$ cat src/rtl/coproc_pkg.sv
// Shared types for the GCD/LCM coprocessor.
//   op_e    : operation select captured on an accepted start
//   state_e : sequencing states of the top-level FSM
package coproc_pkg;

  typedef enum logic {
    OP_GCD = 1'b0,
    OP_LCM = 1'b1
  } op_e;

  typedef enum logic [2:0] {
    IDLE    = 3'd0,
    CHECK   = 3'd1,
    GCD_RUN = 3'd2,
    LCM_DIV = 3'd3,
    LCM_MUL = 3'd4,
    DONE    = 3'd5
  } state_e;

endpackage

$ cat src/rtl/stein_gcd_step.sv
// One combinational iteration of binary (Stein) GCD.
//   u, v      : current operands (both nonzero while iterating)
//   k         : count of common factors of two removed so far
//   u_nxt, v_nxt, k_nxt : operands/count after this step
//   finished  : u == v, so gcd = u << k and the outputs equal the inputs
module stein_gcd_step #(
  parameter int WIDTH = 8,
  parameter int CNT_W = $clog2(2*WIDTH+1)
) (
  input  logic [WIDTH-1:0] u,
  input  logic [WIDTH-1:0] v,
  input  logic [CNT_W-1:0] k,
  output logic [WIDTH-1:0] u_nxt,
  output logic [WIDTH-1:0] v_nxt,
  output logic [CNT_W-1:0] k_nxt,
  output logic             finished
);

  // Prioritised Stein update; subtraction only ever takes the larger minus the smaller.
  always_comb begin
    u_nxt    = u;
    v_nxt    = v;
    k_nxt    = k;
    finished = 1'b0;
    if (u == v) begin
      finished = 1'b1;
    end else if (!u[0] && !v[0]) begin
      u_nxt = u >> 1;
      v_nxt = v >> 1;
      k_nxt = k + CNT_W'(1);
    end else if (!u[0]) begin
      u_nxt = u >> 1;
    end else if (!v[0]) begin
      v_nxt = v >> 1;
    end else if (u > v) begin
      u_nxt = (u - v) >> 1;
    end else begin
      v_nxt = (v - u) >> 1;
    end
  end

endmodule

$ cat src/rtl/gcd_lcm_coproc.sv
// Multi-cycle GCD/LCM coprocessor with a start/done handshake.
//   clk, reset     : rising-edge clock, asynchronous active-low reset
//   start          : launch request, honoured only in IDLE or DONE
//   x0, y0, Op     : operands and operation, captured on an accepted start
//   busy           : operation in flight
//   Done           : level, result valid until the next accepted start
//   result         : zero-extended GCD or full-width LCM
//   zero_in        : a captured operand was zero (valid with Done)
// GCD uses Stein iterations; LCM then computes (A / g) * B with a
// restoring divider and a shift-add multiplier, each WIDTH cycles.
module gcd_lcm_coproc
  import coproc_pkg::*;
#(
  parameter  int WIDTH = 8,
  localparam int CNT_W = $clog2(2*WIDTH+1)
) (
  input  logic               clk,
  input  logic               reset,
  input  logic               start,
  input  logic [WIDTH-1:0]   x0,
  input  logic [WIDTH-1:0]   y0,
  input  logic               Op,
  output logic               busy,
  output logic               Done,
  output logic [2*WIDTH-1:0] result,
  output logic               zero_in
);

  state_e               state_q, state_d;
  op_e                  op_q, op_d;
  logic [WIDTH-1:0]     a_q, a_d, b_q, b_d;
  logic [WIDTH-1:0]     u_q, u_d, v_q, v_d;   // Stein operands; reused as dividend/quotient and multiplier
  logic [CNT_W-1:0]     k_q, k_d, cnt_q, cnt_d;
  logic [WIDTH-1:0]     g_q, g_d;
  logic [WIDTH:0]       rem_q, rem_d;
  logic [2*WIDTH-1:0]   acc_q, acc_d, mcand_q, mcand_d;
  logic                 busy_q, busy_d, done_q, done_d, zero_in_q, zero_in_d;
  logic [2*WIDTH-1:0]   result_q, result_d;

  logic [WIDTH-1:0]     step_u_s, step_v_s, g_shift_s;
  logic [CNT_W-1:0]     step_k_s;
  logic                 step_finished_s;
  logic [WIDTH:0]       rem_shift_s;
  logic                 rem_fits_s;
  logic [2*WIDTH-1:0]   acc_sum_s;

  stein_gcd_step #(.WIDTH(WIDTH), .CNT_W(CNT_W)) u_step (
    .u        (u_q),
    .v        (v_q),
    .k        (k_q),
    .u_nxt    (step_u_s),
    .v_nxt    (step_v_s),
    .k_nxt    (step_k_s),
    .finished (step_finished_s)
  );

  // The true gcd never exceeds either operand, so the shifted value fits WIDTH bits.
  assign g_shift_s = u_q << k_q;

  // Next-state and datapath logic for every phase of the operation.
  always_comb begin
    state_d   = state_q;
    op_d      = op_q;
    a_d       = a_q;
    b_d       = b_q;
    u_d       = u_q;
    v_d       = v_q;
    k_d       = k_q;
    g_d       = g_q;
    rem_d     = rem_q;
    acc_d     = acc_q;
    mcand_d   = mcand_q;
    cnt_d     = cnt_q;
    busy_d    = busy_q;
    done_d    = done_q;
    result_d  = result_q;
    zero_in_d = zero_in_q;
    // Remainder stays below g, so its top bit is free to take the next dividend bit.
    rem_shift_s = {rem_q[WIDTH-1:0], u_q[WIDTH-1]};
    rem_fits_s  = (rem_shift_s >= {1'b0, g_q});
    acc_sum_s   = acc_q + (v_q[0] ? mcand_q : {(2*WIDTH){1'b0}});
    case (state_q)
      IDLE, DONE: begin
        if (start) begin
          a_d       = x0;
          b_d       = y0;
          op_d      = op_e'(Op);
          done_d    = 1'b0;
          busy_d    = 1'b1;
          result_d  = '0;
          zero_in_d = 1'b0;
          state_d   = CHECK;
        end else begin
          state_d = state_q;
        end
      end
      CHECK: begin
        if ((a_q == '0) || (b_q == '0)) begin
          zero_in_d = 1'b1;
          result_d  = (op_q == OP_GCD) ? {{WIDTH{1'b0}}, a_q | b_q} : '0;
          busy_d    = 1'b0;
          done_d    = 1'b1;
          state_d   = DONE;
        end else begin
          u_d     = a_q;
          v_d     = b_q;
          k_d     = '0;
          state_d = GCD_RUN;
        end
      end
      GCD_RUN: begin
        if (step_finished_s) begin
          if (op_q == OP_LCM) begin
            g_d     = g_shift_s;
            u_d     = a_q;
            rem_d   = '0;
            cnt_d   = '0;
            state_d = LCM_DIV;
          end else begin
            result_d = {{WIDTH{1'b0}}, g_shift_s};
            busy_d   = 1'b0;
            done_d   = 1'b1;
            state_d  = DONE;
          end
        end else begin
          u_d = step_u_s;
          v_d = step_v_s;
          k_d = step_k_s;
        end
      end
      LCM_DIV: begin
        if (rem_fits_s) begin
          rem_d = rem_shift_s - {1'b0, g_q};
          u_d   = {u_q[WIDTH-2:0], 1'b1};
        end else begin
          rem_d = rem_shift_s;
          u_d   = {u_q[WIDTH-2:0], 1'b0};
        end
        cnt_d = cnt_q + CNT_W'(1);
        if (cnt_q == CNT_W'(WIDTH-1)) begin
          mcand_d = {{WIDTH{1'b0}}, u_d};
          v_d     = b_q;
          acc_d   = '0;
          cnt_d   = '0;
          state_d = LCM_MUL;
        end else begin
          state_d = LCM_DIV;
        end
      end
      LCM_MUL: begin
        acc_d   = acc_sum_s;
        mcand_d = mcand_q << 1;
        v_d     = v_q >> 1;
        cnt_d   = cnt_q + CNT_W'(1);
        if (cnt_q == CNT_W'(WIDTH-1)) begin
          result_d = acc_sum_s;
          busy_d   = 1'b0;
          done_d   = 1'b1;
          state_d  = DONE;
        end else begin
          state_d = LCM_MUL;
        end
      end
      default: begin
        state_d = IDLE;
        busy_d  = 1'b0;
        done_d  = 1'b0;
      end
    endcase
  end

  // State and datapath registers; reset aborts any operation in flight.
  always_ff @(posedge clk or negedge reset) begin
    if (!reset) begin
      state_q   <= IDLE;
      op_q      <= OP_GCD;
      a_q       <= '0;
      b_q       <= '0;
      u_q       <= '0;
      v_q       <= '0;
      k_q       <= '0;
      g_q       <= '0;
      rem_q     <= '0;
      acc_q     <= '0;
      mcand_q   <= '0;
      cnt_q     <= '0;
      busy_q    <= 1'b0;
      done_q    <= 1'b0;
      result_q  <= '0;
      zero_in_q <= 1'b0;
    end else begin
      state_q   <= state_d;
      op_q      <= op_d;
      a_q       <= a_d;
      b_q       <= b_d;
      u_q       <= u_d;
      v_q       <= v_d;
      k_q       <= k_d;
      g_q       <= g_d;
      rem_q     <= rem_d;
      acc_q     <= acc_d;
      mcand_q   <= mcand_d;
      cnt_q     <= cnt_d;
      busy_q    <= busy_d;
      done_q    <= done_d;
      result_q  <= result_d;
      zero_in_q <= zero_in_d;
    end
  end

  assign busy    = busy_q;
  assign Done    = done_q;
  assign result  = result_q;
  assign zero_in = zero_in_q;

endmodule

$ cat config.mk
export PLATFORM = sky130hd
export DESIGN_NAME = gcd_lcm_coproc
export DESIGN_NICKNAME = d
export VERILOG_FILES = /design/src/rtl/coproc_pkg.sv /design/src/rtl/stein_gcd_step.sv /design/src/rtl/gcd_lcm_coproc.sv
export SDC_FILE = /design/constraint.sdc
export NUM_CORES = 1
export LEC_CHECK = 0
export ABC_AREA = 1
export BUFFER_PORTS_ARGS = -buffer_cell sky130_fd_sc_hd__buf_2
export CAP_MARGIN = 10
export CELL_PAD_IN_SITES_DETAIL_PLACEMENT = 0
export CELL_PAD_IN_SITES_GLOBAL_PLACEMENT = 1
export CORE_MARGIN = 3
export CORE_UTILIZATION = 37
export DETAILED_ROUTE_END_ITERATION = 10
export PLACE_DENSITY = 0.7
export RECOVER_POWER = 25
export REMOVE_ABC_BUFFERS = 1
export SLEW_MARGIN = 10
export SYNTH_ARGS = -nofsm -noshare
export SYNTH_HDL_FRONTEND = slang
export SYNTH_SLANG_ARGS = --single-unit
$ cat constraint.sdc
create_clock -name clk -period 3.71 [get_ports clk]
set_clock_uncertainty 0.05 [all_clocks]
set_input_delay 0.742 -clock clk [delete_from_list [all_inputs] [get_ports clk]]
set_output_delay 0.742 -clock clk [all_outputs]
set_load 0.01 [all_outputs]
Word-level counts from Yosys, hierarchy flattened --
Index checks and enable logic that the tools add are counted.
Cells by class: add/subtract/negate cells 6, $lt $le $gt $ge 2, equality and inequality tests 24, shifts and indexed selects 1, mux-type cells 65, bitwise logic cells 2, reduce and logical (&&, ||, !) cells 30
Operators with widths (number):
- $mux 8 | 20
- $mux 16 | 8
- $pmux 16 s2 | 2
- $pmux 16 s4 | 1
- $mux 5 | 7
- $pmux 8 s4 | 1
- $pmux 8 s3 | 1
- $reduce_and 6->1 | 4
- $sub 8x8->8 | 3
- $ne 2x2->1 const B | 10
- $add 16x16->16 | 1
- $logic_not 8->1 | 2
- $pmux 8 s2 | 1
- $mux 3 | 5
- $pmux 3 s5 | 1
- $pmux 5 s3 | 1
- $mux 1 | 13
- $reduce_and 3->1 | 4
- $add 5x1->5 const B | 2
- $pmux 1 s5 | 2
- $pmux 5 s2 | 1
- $ge 9x8->1 | 1
- $eq 8x8->1 | 1
- $gt 8x8->1 | 1
- 26 further kinds | 37
Storage, ports and cells: bits in registers 113, bits of input ports 20, output and inout bits 19, logic and storage cells 148

Logic depth before layout (Yosys ltp) --
word-level depth 8, depth in mapped cells 17, gate-level depth less buffers 16

Modules after synthesis --
From an unflattened synthesis, not the netlist that was laid out.
Unflattened totals: cell total of the unflattened synthesis 1215, area total of the unflattened synthesis 8152.8 um2
By module, submodules not included:
- gcd_lcm_coproc | instances 1, cells an instance 969, area each 6796.5 um2, seq. area each 2827.7 um2
- stein_gcd_step | instances 1, cells an instance 246, area each 1356.3 um2, seq. area each 0.0 um2

Worst setup path before layout --
OpenSTA, ideal clock, no wires.
path kind flip-flop to flip-flop, from register u_q[0], to register v_q[1], library setup time 0.125 ns, arrival time 2.051 ns, required time 3.535 ns, path slack 1.484 ns, stages on the path, launching flop included 14, buffers on the path 0, clock period less this slack 2.226 ns, cell sequence dfrtp_1 > inv_1 > ha_1 > fa_1 > inv_1 > nand2_1 > nand2_1 > nand2_1 > nand2_2 > nand2_1 > nor2_2 > nor2_4 > nor2_1 > a21oi_1
On the way: longest elaborated chain between the ends 8, elaborated cells between the ends (all ways) 18, classes of those cells 1 x add/sub; 1 x order compare; 5 x eq/ne; 8 x mux; 3 x reduce/logical
RTL lines:
- from (decl) | RTL line gcd_lcm_coproc.sv:32 | logic [WIDTH-1:0] u_q, u_d, v_q, v_d;
- from (signal assigned) | RTL line gcd_lcm_coproc.sv:196 | u_q <= u_d;
- $sub 8x8->8 | RTL line stein_gcd_step.sv:38 | v_nxt = (v - u) >> 1;
- $mux 8 | RTL line stein_gcd_step.sv:35 | end else if (u > v) begin
- $mux 8 | RTL line stein_gcd_step.sv:33 | end else if (!v[0]) begin
- $mux 8 | RTL line stein_gcd_step.sv:31 | end else if (!u[0]) begin
- $mux 8 | RTL line stein_gcd_step.sv:27 | end else if (!u[0] && !v[0]) begin
- $mux 8 | RTL line stein_gcd_step.sv:25 | if (u == v) begin
- $mux 8 | RTL line gcd_lcm_coproc.sv:112 | if (step_finished_s) begin
- $pmux 8 s4 | RTL line gcd_lcm_coproc.sv:82 | case (state_q)
- to (signal assigned) | RTL line gcd_lcm_coproc.sv:197 | v_q <= v_d;
- to (decl) | RTL line gcd_lcm_coproc.sv:32
Parallel ways exist; a longest one is shown, timed or not. The select of a mux whose other input is x is not followed. A chain may end at the register's enable or synchronous reset.

Final worst setup path --
from register v_q[0], to register result_q[0] (netlist: result[0])
On the way: longest elaborated chain between the ends 4, elaborated cells between the ends (all ways) 8, classes of those cells 1 x add/sub; 2 x eq/ne; 4 x mux; 1 x reduce/logical
RTL lines:
- $mux 16 or $eq 8x8->1 (tied branches) | RTL line gcd_lcm_coproc.sv:81, stein_gcd_step.sv:25
- $add 16x16->16 or $mux 1 (tied branches) | RTL line gcd_lcm_coproc.sv:81, stein_gcd_step.sv:25
- $mux 16 or $ne 2x2->1 (tied branches)
- $pmux 16 s4 or $reduce_and 6->1 (tied branches)
- to (signal assigned) | RTL line gcd_lcm_coproc.sv:206 | result_q <= result_d;
- to (decl) | RTL line gcd_lcm_coproc.sv:38 | logic [2*WIDTH-1:0] result_q, result_d;
Parallel ways exist; a longest one is shown, timed or not. The select of a mux whose other input is x is not followed.

==> impl_metrics.env <==
export IMPL_design_area_um2=8630
export IMPL_drive_above_1_share_pct=10.6
export IMPL_synthAdderAreaFrac_pct=7.97
export IMPL_syn2layout_area_growth_pct=13.6
export IMPL_clock_path_buffers=2
export IMPL_synth_edf_count=0
export IMPL_maxCapViolCount=1
export IMPL_die_area_um2=22300
export IMPL_cts_root_buf="clkbuf_16"
export IMPL_vias=6936
export IMPL_viasPerCell=4.99
export IMPL_fin_setup_tns_ns=0
export IMPL_clk_latency_ns=0.42
export IMPL_routedWlPerCell_um=16.7
export IMPL_io_pins=39
export IMPL_synthMuxAreaShare_pct=0.132
export IMPL_synth_compound_area_share_pct=15.2
export IMPL_cts_tree="done"
export IMPL_overflow=0
export IMPL_rsz0062_at_grt="no"
export IMPL_multi_input_area_um2=4100
export IMPL_numCtsBuffers=17
export IMPL_crit_type="flip-flop to flip-flop"
export IMPL_synthArstFlopShare_pct=100
export IMPL_yosys_area_top_type="dfrtp_1"
export IMPL_p_per_area_nw_per_um2=1010
export IMPL_start_kind="flip-flop"
export IMPL_relSlewSlack_pct=-27.2
export IMPL_placed_cell_area_um2=8060
export IMPL_grt_max_degree=72
export IMPL_synthTopCellsByArea="dfrtp_1 (37%), nand2_1 (17%), ha_1 (6.9%)"
export IMPL_ir_worst_vdd_mv=0.395
export IMPL_port_buffers=38
export IMPL_synth_most_common_cell="nand2_1"
export IMPL_outcome="complete, but fails checks"
export IMPL_synth_area_um2=7600
export IMPL_start_util_pct=38.3
export IMPL_ant_nets=0
export IMPL_synth_seq_area_share_pct=37.2
export IMPL_antenna_found_initial=0
export IMPL_yosysWarningCount=0
export IMPL_clkTransAtPathRegs_ns=0.07
export IMPL_period_minus_slack_ns=2.77
export IMPL_synth_simple_area_share_pct=29.1
export IMPL_drt_iter0_markers=515
export IMPL_n_fill_cell=2121
export IMPL_hold_viol_final=0
export IMPL_netlist_area_leader_share_pct=37.2
export IMPL_n_antenna_cell=0
export IMPL_synth_common_cells="nand2_1 (334), inv_1 (131), dfrtp_1 (113), o21ai_0 (83), nor2_1 (76)"
export IMPL_drc=0
export IMPL_setup_viol_count_final=0
export IMPL_synthCells=1069
export IMPL_gr_usage_all_layers_pct=21.9
export IMPL_cts_hold_buf=0
export IMPL_core_um2=19800
export IMPL_timing_final_crit_share_pct=74.6
export IMPL_first_pass_iters=5
export IMPL_synth_top_family_by_area="simple AND/OR/NAND/NOR gates"
export IMPL_synth_xor_xnor_area_share_pct=1.50
export IMPL_gp_congestion=0.869
export IMPL_p_leak_nw=4.62
export IMPL_die_w_um=149
export IMPL_critPathRequiredTime_ns=3.96
export IMPL_seq_area_um2=2830
export IMPL_worstPathMaxFanout=23
export IMPL_synth_flop_cell="dfrtp_1"
export IMPL_critPathArrivalTime_ns=3.02
export IMPL_drt_wl_total_um=23200
export IMPL_post_cts_buffers=0
export IMPL_cts_resized=0
export IMPL_grt_pass1_vias=6817
export IMPL_die_h_um=149
export IMPL_ys_types=48
export IMPL_dp_hpwl_um=17700
export IMPL_ys_ff_latch=113
export IMPL_nets=1177
export IMPL_rows=51
export IMPL_cts_sinks=113
export IMPL_hold_path_class="flip-flop to flip-flop"
export IMPL_fmax_mhz=362
export IMPL_cp_end_kind="flip-flop"
export IMPL_violations="capacitance limit, slew limit"
export IMPL_htreeDepth=4
export IMPL_grt_pass1_wl_um=37800
export IMPL_tightest_slew_ns=1.91
export IMPL_syn_avg_cell_area_um2=7.11
export IMPL_maxSlewViolCount=72
-- per-layer routing --
layer	global-route usage, %	wire length, µm	up-vias
met5	0	0	-
met3	3.95	946	20
met1	31.7	11500	3227
met2	34.1	10500	118
li1	-	-	3571
met4	5.26	305	0
-- critical path: stages (launching register included) --
cell	delay [ns]
dfrtp_1	0.77
inv_1	0.21
ha_1	0.34
nor3_2	0.19
nand2_2	0.15
nand2_4	0.14
nand2_1	0.10
nor2_2	0.11
buf_4	0.19
inv_2	0.20
nand2_1	0.13
o21ai_2	0.05
-- area by class of cell --
type | instances | share of cell area, %
clock buffer | 17 | 4.93
clock inverter | 15 | 1.74
inverter | 140 | 6.09
multi-input combinational | 790 | 47.5
sequential | 113 | 32.8
tap | 265 | 3.84
timing repair buffer | 49 | 3.16
-- registers in the layout, summed over array words and instances, names as in the netlist --
signal / cells
acc_q: 16
mcand_q: 16
result: 16
a_q: 8
b_q: 8
g_q: 8
rem_q: 8
u_q: 8
v_q: 8
cnt_q: 5
k_q: 5
state_q: 3
Done: 1
busy: 1
op_q: 1
zero_in: 1
-- cells in the final DEF (no fill, tap or decap), types with 2 or more instances in the layout --
| master | n |
|---|---|
| a21o_1 | 4 |
| a21oi_1 | 65 |
| a221oi_1 | 2 |
| a22oi_1 | 3 |
| a31oi_1 | 3 |
| buf_2 | 37 |
| buf_4 | 11 |
| clkbuf_16 | 17 |
| clkinv_1 | 2 |
| clkinv_4 | 3 |
| clkinvlp_4 | 4 |
| dfrtp_1 | 113 |
| fa_1 | 4 |
| ha_1 | 42 |
| inv_1 | 131 |
| inv_2 | 7 |
| inv_6 | 6 |
| nand2_1 | 334 |
| nand2_2 | 7 |
| nand2_4 | 2 |
| nand3_1 | 64 |
| nand3b_1 | 7 |
| nand4_1 | 8 |
| nor2_1 | 75 |
| nor2_2 | 6 |
| nor2_4 | 5 |
| nor3_1 | 9 |
| o211ai_1 | 4 |
| o21a_1 | 3 |
| o21ai_0 | 83 |
| o21ai_1 | 4 |
| o21ai_2 | 4 |
| o21bai_1 | 2 |
| o22ai_1 | 22 |
| o31ai_1 | 2 |
| or2_2 | 3 |
| xnor2_1 | 4 |
| xor2_1 | 9 |
-- cell families after synthesis --
logic type                 count (synthesis)
xor gates and xnor gates                  13
muxes                                      1
and+or+nand+nor                          524
buffers and inverters                    166
DFF                                      113
AOI/OAI and AO/OA                        206
adders and majority gates                 46
-- metrics by stage --
stage / power, mW / hold slack [ns] / utilization [%] / setup WS [ns] / std cells
6_report: 8.70 / 0.416 / 43.5 / 0.944 / 1389
5_1_grt: 9.58 / 0.449 / 43.5 / 0.661 / 1389
4_1_cts: 8.73 / 0.424 / 43.5 / 0.930 / 1389
2_1_floorplan: 5.55 / 0.396 / - / 0.904 / 1043
3_3_place_gp: 7.08 / 0.402 / 40.6 / 1.04 / 1357
3_5_place_dp: 7.07 / 0.409 / 40.6 / 0.952 / 1357
-- path summary, 6_finish.rpt --
path                             start   endpoint  slack, ns  cells after the start
worst max-delay path            v_q[0]  result[0]       0.94                     11
worst min-delay path              busy       busy       0.42                      2
worst max register to register  v_q[0]  result[0]       0.94                     11
worst min register to register    busy       busy       0.42                      2
max in group asynchronous        reset     a_q[1]       1.67                      1
min in group asynchronous        reset   rem_q[5]       0.76                      1
-- power breakdown --
group	internal [mW]	switching [mW]
Combinational	1.60	3.32
Clock	0.940	0.691
Sequential	1.70	0.446
Total	4.24	4.46
Power figures use the tool's default switching activity.
